$ cat src/rtl/switch_debouncer.sv
// switch_debouncer: synchronizes a bouncing switch level and accepts a new
// level only after STABLE_CYCLES consecutive equal synchronized samples.
// It provides edge pulses, a busy flag and a saturating count of aborted
// qualifications. Every output is a flop that updates on the rising edge,
// so q is already settled when the downstream negative-edge stage samples it.
module switch_debouncer #(
  parameter int STABLE_CYCLES = 16,  // samples needed to accept a level (2 .. 2^20)
  parameter int CNT_W         = 5    // must satisfy 2^CNT_W > STABLE_CYCLES
) (
  input  logic       clock,
  input  logic       resetn,
  input  logic       din_raw,
  output logic       q,
  output logic       rise,
  output logic       fall,
  output logic       busy,
  output logic [7:0] bounce_cnt
);

  typedef enum logic [1:0] {
    S_LOW      = 2'd0,
    S_CHK_HIGH = 2'd1,
    S_HIGH     = 2'd2,
    S_CHK_LOW  = 2'd3
  } state_t;

  // The candidate is accepted when the count reaches this value while the
  // synchronized sample still agrees. The count was set to 1 on entry to a
  // check state, so acceptance happens on the STABLE_CYCLES-th agreeing sample.
  localparam logic [CNT_W-1:0] CNT_LAST = CNT_W'(STABLE_CYCLES - 1);
  localparam logic [CNT_W-1:0] CNT_ONE  = CNT_W'(1);
  localparam logic [7:0]       BNC_MAX  = 8'hFF;

  logic             s1_q;
  logic             s2_q;
  state_t           state_q;
  logic [CNT_W-1:0] cnt_q;
  logic             q_q;
  logic             rise_q;
  logic             fall_q;
  logic             busy_q;
  logic [7:0]       bounce_cnt_q;

  // Two-flop synchronizer. Only s2_q is used by the state machine.
  always_ff @(posedge clock) begin
    if (!resetn) begin
      s1_q <= 1'b0;
      s2_q <= 1'b0;
    end else begin
      s1_q <= din_raw;
      s2_q <= s1_q;
    end
  end

  // Qualification FSM. All outputs are registered here, and reset takes
  // precedence over an acceptance that would otherwise happen in the same cycle.
  always_ff @(posedge clock) begin
    if (!resetn) begin
      state_q      <= S_LOW;
      cnt_q        <= '0;
      q_q          <= 1'b0;
      rise_q       <= 1'b0;
      fall_q       <= 1'b0;
      busy_q       <= 1'b0;
      bounce_cnt_q <= '0;
    end else begin
      rise_q <= 1'b0;
      fall_q <= 1'b0;
      case (state_q)
        S_LOW: begin
          if (s2_q) begin
            state_q <= S_CHK_HIGH;
            cnt_q   <= CNT_ONE;
            busy_q  <= 1'b1;
          end else begin
            cnt_q   <= '0;
            busy_q  <= 1'b0;
          end
        end
        S_CHK_HIGH: begin
          if (!s2_q) begin
            state_q <= S_LOW;
            cnt_q   <= '0;
            busy_q  <= 1'b0;
            if (bounce_cnt_q != BNC_MAX) bounce_cnt_q <= bounce_cnt_q + 8'd1;
          end else if (cnt_q == CNT_LAST) begin
            state_q <= S_HIGH;
            cnt_q   <= '0;
            q_q     <= 1'b1;
            rise_q  <= 1'b1;
            busy_q  <= 1'b0;
          end else begin
            cnt_q   <= cnt_q + CNT_ONE;
          end
        end
        S_HIGH: begin
          if (!s2_q) begin
            state_q <= S_CHK_LOW;
            cnt_q   <= CNT_ONE;
            busy_q  <= 1'b1;
          end else begin
            cnt_q   <= '0;
            busy_q  <= 1'b0;
          end
        end
        S_CHK_LOW: begin
          if (s2_q) begin
            state_q <= S_HIGH;
            cnt_q   <= '0;
            busy_q  <= 1'b0;
            if (bounce_cnt_q != BNC_MAX) bounce_cnt_q <= bounce_cnt_q + 8'd1;
          end else if (cnt_q == CNT_LAST) begin
            state_q <= S_LOW;
            cnt_q   <= '0;
            q_q     <= 1'b0;
            fall_q  <= 1'b1;
            busy_q  <= 1'b0;
          end else begin
            cnt_q   <= cnt_q + CNT_ONE;
          end
        end
        default: begin
          state_q <= S_LOW;
          cnt_q   <= '0;
          busy_q  <= 1'b0;
        end
      endcase
    end
  end

  assign q          = q_q;
  assign rise       = rise_q;
  assign fall       = fall_q;
  assign busy       = busy_q;
  assign bounce_cnt = bounce_cnt_q;

endmodule

$ cat config.mk
export PLATFORM = sky130hd
export DESIGN_NAME = switch_debouncer
export DESIGN_NICKNAME = d
export VERILOG_FILES = /design/src/rtl/switch_debouncer.sv
export SDC_FILE = /design/constraint.sdc
export NUM_CORES = 1
export LEC_CHECK = 0
export CAP_MARGIN = 20
export CORE_ASPECT_RATIO = 0.8
export CORE_MARGIN = 2
export CORE_UTILIZATION = 54
export CTS_CLUSTER_SIZE = 24
export DETAILED_ROUTE_END_ITERATION = 10
export MAX_ROUTING_LAYER = met4
export PLACE_DENSITY_LB_ADDON = 0.08
export SKIP_LAST_GASP = 1
export SLEW_MARGIN = 5
export SYNTH_ARGS = -nofsm -noshare
export SYNTH_HDL_FRONTEND = slang
export SYNTH_SLANG_ARGS = --single-unit
$ cat constraint.sdc
create_clock -name clock -period 3.53 [get_ports clock]
set_input_delay 0.353 -clock clock [delete_from_list [all_inputs] [get_ports clock]]
set_output_delay 0.353 -clock clock [all_outputs]
set_load 0.03 [all_outputs]
## After elaboration in Yosys (flattened, before gate mapping)

Index checks and enable logic that the tools add are counted.

| word-level totals | value |
|---|---|
| word-level logic and storage cells | 64 |
| bits in registers | 21 |
| input port bits | 3 |

| operators by class | value |
|---|---|
| equal/unequal tests | 15 |
| multiplexer cells | 29 |
| reduce and logical (&&, ||, !) cells | 7 |
| add/sub/neg operators | 2 |
| bitwise gates (word level) | 2 |

Operators with widths:

| operator | count |
|---|---|
| two-way mux 8 bit | 3 |
| case mux 5 bit (4 select lines) | 1 |
| != test 2 bit, second input constant | 8 |
| case mux 8 bit (2 select lines) | 1 |
| two-way mux 5 bit | 3 |
| two-way mux 1 bit | 12 |
| two-way mux 2 bit | 6 |
| adder 8 x 1 -> 8 bit, second input constant | 1 |
| != test 8 bit, second input constant | 1 |
| case mux 2 bit (4 select lines) | 1 |
| != test 3 bit, second input constant | 2 |
| AND reduction 3 bit | 2 |
| adder 5 x 1 -> 5 bit, second input constant | 1 |
| == test 5 x 4 -> 1 bit, second input constant | 1 |
| AND reduction 5 bit | 1 |
| == test 2 bit, second input constant | 2 |
| case mux 1 bit (4 select lines) | 1 |
| AND reduction 4 bit | 1 |
| OR reduction 3 bit | 1 |
| == test 2 x 1 -> 1 bit, second input constant | 1 |
| zero test 2 bit | 1 |
| NOT 1 bit | 2 |
| case mux 1 bit (2 select lines) | 1 |
| nonzero test 2 bit | 1 |

## Logic depth before layout (Yosys ltp)

| depth | value |
|---|---|
| depth in word-level cells | 4 |
| gate-level depth with buffers | 6 |
| gate-level depth less buffers | 5 |

## Worst setup path after synthesis

No wires, ideal clock.

| timing path | value |
|---|---|
| kind | register to register |
| start point | register bounce_cnt_q[0], in the netlist bounce_cnt[0] |
| end point | register bounce_cnt_q[6], in the netlist bounce_cnt[6] |
| data arrival time | 1.528 ns |
| path slack | 1.878 ns |
| required time | 3.406 ns |
| cell stages (with the launch flop) | 6 |
| period minus slack after synthesis | 1.652 ns |
| cells stage by stage | dfxtp_1 ha_1 nand2_1 or3_1 o41ai_1 nor2_1 |

| between the ends | value |
|---|---|
| word-level cells in the longest chain between the ends | 4 |
| elaborated cells on any way between the ends | 6 |
| those cells by class | 1 x add/sub; 1 x eq/ne; 4 x mux |

RTL lines:

| item | line | text |
|---|---|---|
| from (decl) | 42 | `logic [7:0] bounce_cnt_q;` |
| from (signal assigned) | 85 | `if (bounce_cnt_q != BNC_MAX) bounce_cnt_q <= bounce_cnt_q + 8'd1;` |
| from (signal assigned) | 111 | `if (bounce_cnt_q != BNC_MAX) bounce_cnt_q <= bounce_cnt_q + 8'd1;` |
| adder 8 x 1 -> 8 bit / != test 8 bit (equally long branches) | 85, 111 |  |
| two-way mux 8 bit (*) | 85, 111 |  |
| two-way mux 8 bit (on tied branches) | 107, 81 |  |
| case mux 8 bit (2 select lines) (*) | 69 | `case (state_q)` |

Every way passes the cells marked *; elsewhere a longest branch is shown, timed or not. The select of a mux whose other input is x is not followed.
A chain may end at the register's enable or synchronous reset.

## Worst setup path in the final report

| timing path | value |
|---|---|
| start point | register bounce_cnt_q[2], in the netlist bounce_cnt[2] |
| end point | output port bounce_cnt[2] |

RTL lines:

| item | line | text |
|---|---|---|
| to (decl) | 17 | `output logic [7:0] bounce_cnt` |

No word-level cell between the ends.

==> results.md <==
* Outcome: complete, no violations
* Hold Vio Cnt, Final at 0
* Slew headroom at 0.633
* Max-Cap Viols at 0
* Critical path buffers and inverters at 1
* 1st-iter DRT viols at 17
* R2R depth at 4
* Pwr/cell area at 340 nW/um2
* Slowest cell on crit path: clkdlybuf4s50_1
* Dpl cells at 132
* DRC Markers at 0
* Max Root-Sink Buffers at 2
* First-pass GRT wire length at 2860 um
* Clk pwr share at 0.302
* CP Class: reg2out
* Routed vias at 777
* Highest Clock Rate at 550 MHz
* Post-synthesis compound-gate area fraction at 0.182
* DRT Pass-1 Iters at 4
* Share of cells above drive strength 1 at 0.0439
* VDD IR max at 313 uV
* Busiest grt layer: met2
* Worst skew pair latency at 0.29 ns
* Top delay family on crit path: buffers and inverters
* Leak at 0.394 nW
* Area of the core at 1610 um2
* Yosys cell types at 33
* Startpoint types: flip-flop
* Worst path cell trace: clkdlybuf4s50_1
* Layout Cells excl Fill at 136
* CP max stage delay at 0.71 ns
* # rows at 13
* Netlist Area Pre-Place at 913 um2
* Clock Sinks at 21
* #FFs+latches synth at 21
* Critical path depth at 1
* Place WS at 1.84 ns
* Internal at 0.290 mW
* Commonest non-fill, non-tap cells in the layout: dfxtp_1, clkdlybuf4s50_1, nand2_1, nor2_1
* Final setup margin at 1.71 ns
* WP data arrival at 1.46 ns
* Post-layout min period at 1.82 ns
* CP Capture Type: primary output
* Antenna cell count at 0
* TritonCTS Buffers at 3
* Final count of pins violating max slew at 0
* Syn avg cell area at 9.04 um2
* Synth Warn # at 0
* Full die area at 2040 um2
* Die X at 50.0 um
* Synth Area in XOR/XNOR at 0.0466
* Initial antenna violation count at 0
* Adder-cell area share of the yosys netlist at 0.0274
* Post-CTS resize count at 0
* # hold bufs at CTS at 0
* Required time of the worst setup path at 3.18 ns
* Final setup viols at 0
* Detail Route Antenna Nets at 0
* Buffers on Ports at 14
* H-tree depth at 1
* Class of the worst hold path: reg2reg
* Final HPWL DP at 1200 um
* Placed cell area at 1050 um2
* Die Ht at 40.8 um
* Vias per std cell at 5.71
* Switch share at 0.211
* Post-Synthesis Cells at 101
* Gate power share at 0.038
* TNS Setup at 0 ns
* Met2 Use GR at 0.299
* TritonCTS clock tree: yes
* Nets at 120
* Grt met3 use at 0.0693
* Post-CTS Setup Bufs at 0
* Simple-gate share of the synthesized area at 0.247
* Skew final at 0.00190 ns
* RD Place Congestion at 0.820
* All-Layer GR Usage at 0.199
* Avg WL per Cell at 11.9 um
* Hold path cells at 1
* Grt met1 use at 0.255
* Sequential cell area fraction in the yosys report at 0.460
* Crit-path max FO at 7
* Most common cell after layout, fill and taps aside: dfxtp_1
* Unrepaired setup endpoints after global routing: no
* Main combinational cell family by area after synthesis: simple AND/OR/NAND/NOR gates
* Clk Tree Root Cell: clkbuf_4
* Vias in the first global route at 643
* Starting Density at 0.567
* Mapped Nets at 106
* NetSw at 0.0774 mW
* Routed WL at 1620 um
* Largest net degree at the start of global routing at 19
* Mux contribution to synthesized area at 0
* Worst-Margin Slew at 0.548 ns
* # fillers at 136
* Seq pwr share at 0.660
* Fin area at 1080 um2
* Fin crit share at 0.515
* Grt total ovfl at 0
* Clk slew on worst S/H paths at 0.11 ns
* Area delta synth->final at 18.4%
* I/O Pins at 15
area by class of cell:
| cell class | instances | area [um2] | share of cell area |
|---|---|---|---|
| Tap cell | 22 | 27.5 | 0.0255 |
| Clock buffer | 4 | 26.3 | 0.0243 |
| Sequential cell | 21 | 420 | 0.389 |
| Inverter | 2 | 7.51 | 0.00694 |
| Multi-Input combinational cell | 73 | 459 | 0.425 |
| Timing Repair Buffer | 14 | 140 | 0.130 |
registers in the layout, indices dropped and copies added, names as in the netlist, named ones only:
signal,flops
rise,1
bounce_cnt,8
fall,1
state_q,1
q,1
s1_q,1
busy,1
cnt_q,5
s2_q,1
final timing paths:
kind	from	to	slack [ns]
worst min register to register	s1_q	s2_q	0.46
worst min-delay path	s1_q	s2_q	0.46
worst max-delay path	bounce_cnt[2]	bounce_cnt[2]	1.71
worst max register to register	state_q[0]	bounce_cnt[6]	1.93
per-layer routing:
metal,vias up,share of wire
li1,392,-
met1,366,0.52
met2,17,0.42
met3,2,0.048
met4,0,0.0087
met5,-,0
per-stage QoR:
step / power, mW / utilization / hold WS, ns
after floorplan: 0.258 / - / 0.412
after global placement: 0.262 / 0.655 / 0.418
after detailed placement: 0.262 / 0.655 / 0.433
after CTS: 0.370 / 0.671 / 0.462
after global routing: 0.385 / 0.671 / 0.475
final: 0.367 / 0.671 / 0.457
power by group through the flow:
stage	clock, mW	combinational, mW	sequential (mW)
after global routing	0.126	0.0157	0.243
after global placement	0	0.0141	0.248
after floorplan	0	0.0103	0.247
final	0.111	0.0141	0.242
after CTS	0.113	0.0143	0.242
after detailed placement	0	0.0142	0.248
cell families (layout without fill, tap and decap cells):
family                     count (synthesis)  count (layout)
adders and majority gates                  2               2
DFF                                       21              21
AOI/OAI and AO/OA                         24              24
xor gates and xnor gates                   4               4
buffers and inverters                      7              20
and+or+nand+nor                           43              43
synth_stat cells:
| cell | number | share of area |
|---|---|---|
| ha_1 | 2 | 0.027 |
| a31o_2 | 1 | 0.0096 |
| and4b_1 | 1 | 0.011 |
| or3_1 | 1 | 0.0069 |
| nand3_1 | 6 | 0.033 |
| inv_1 | 2 | 0.0082 |
| buf_6 | 1 | 0.012 |
| o21bai_1 | 1 | 0.0082 |
| and3_1 | 6 | 0.041 |
| xor2_1 | 1 | 0.0096 |
| o21a_1 | 1 | 0.0082 |
| a21boi_1 | 1 | 0.0082 |
| clkbuf_1 | 4 | 0.016 |
| and2_1 | 5 | 0.034 |
| xnor2_1 | 2 | 0.019 |
| a21oi_1 | 4 | 0.022 |
| o41ai_1 | 1 | 0.0096 |
| o31ai_1 | 2 | 0.016 |
| o311a_1 | 2 | 0.022 |
| nand4b_1 | 1 | 0.0096 |
| nand2b_1 | 1 | 0.0069 |
| or4_1 | 1 | 0.0082 |
| or2b_1 | 1 | 0.0082 |
| o21ai_0 | 4 | 0.022 |
| dfxtp_1 | 21 | 0.46 |
| nand2_1 | 9 | 0.037 |
| nand4_1 | 2 | 0.014 |
| a41o_1 | 1 | 0.011 |
| nor2_1 | 9 | 0.037 |
| a211oi_1 | 1 | 0.0082 |
| o211ai_1 | 2 | 0.016 |
| a31oi_1 | 3 | 0.021 |
| xnor2_2 | 1 | 0.018 |
No activity file was read; power rests on OpenSTA's default activity.
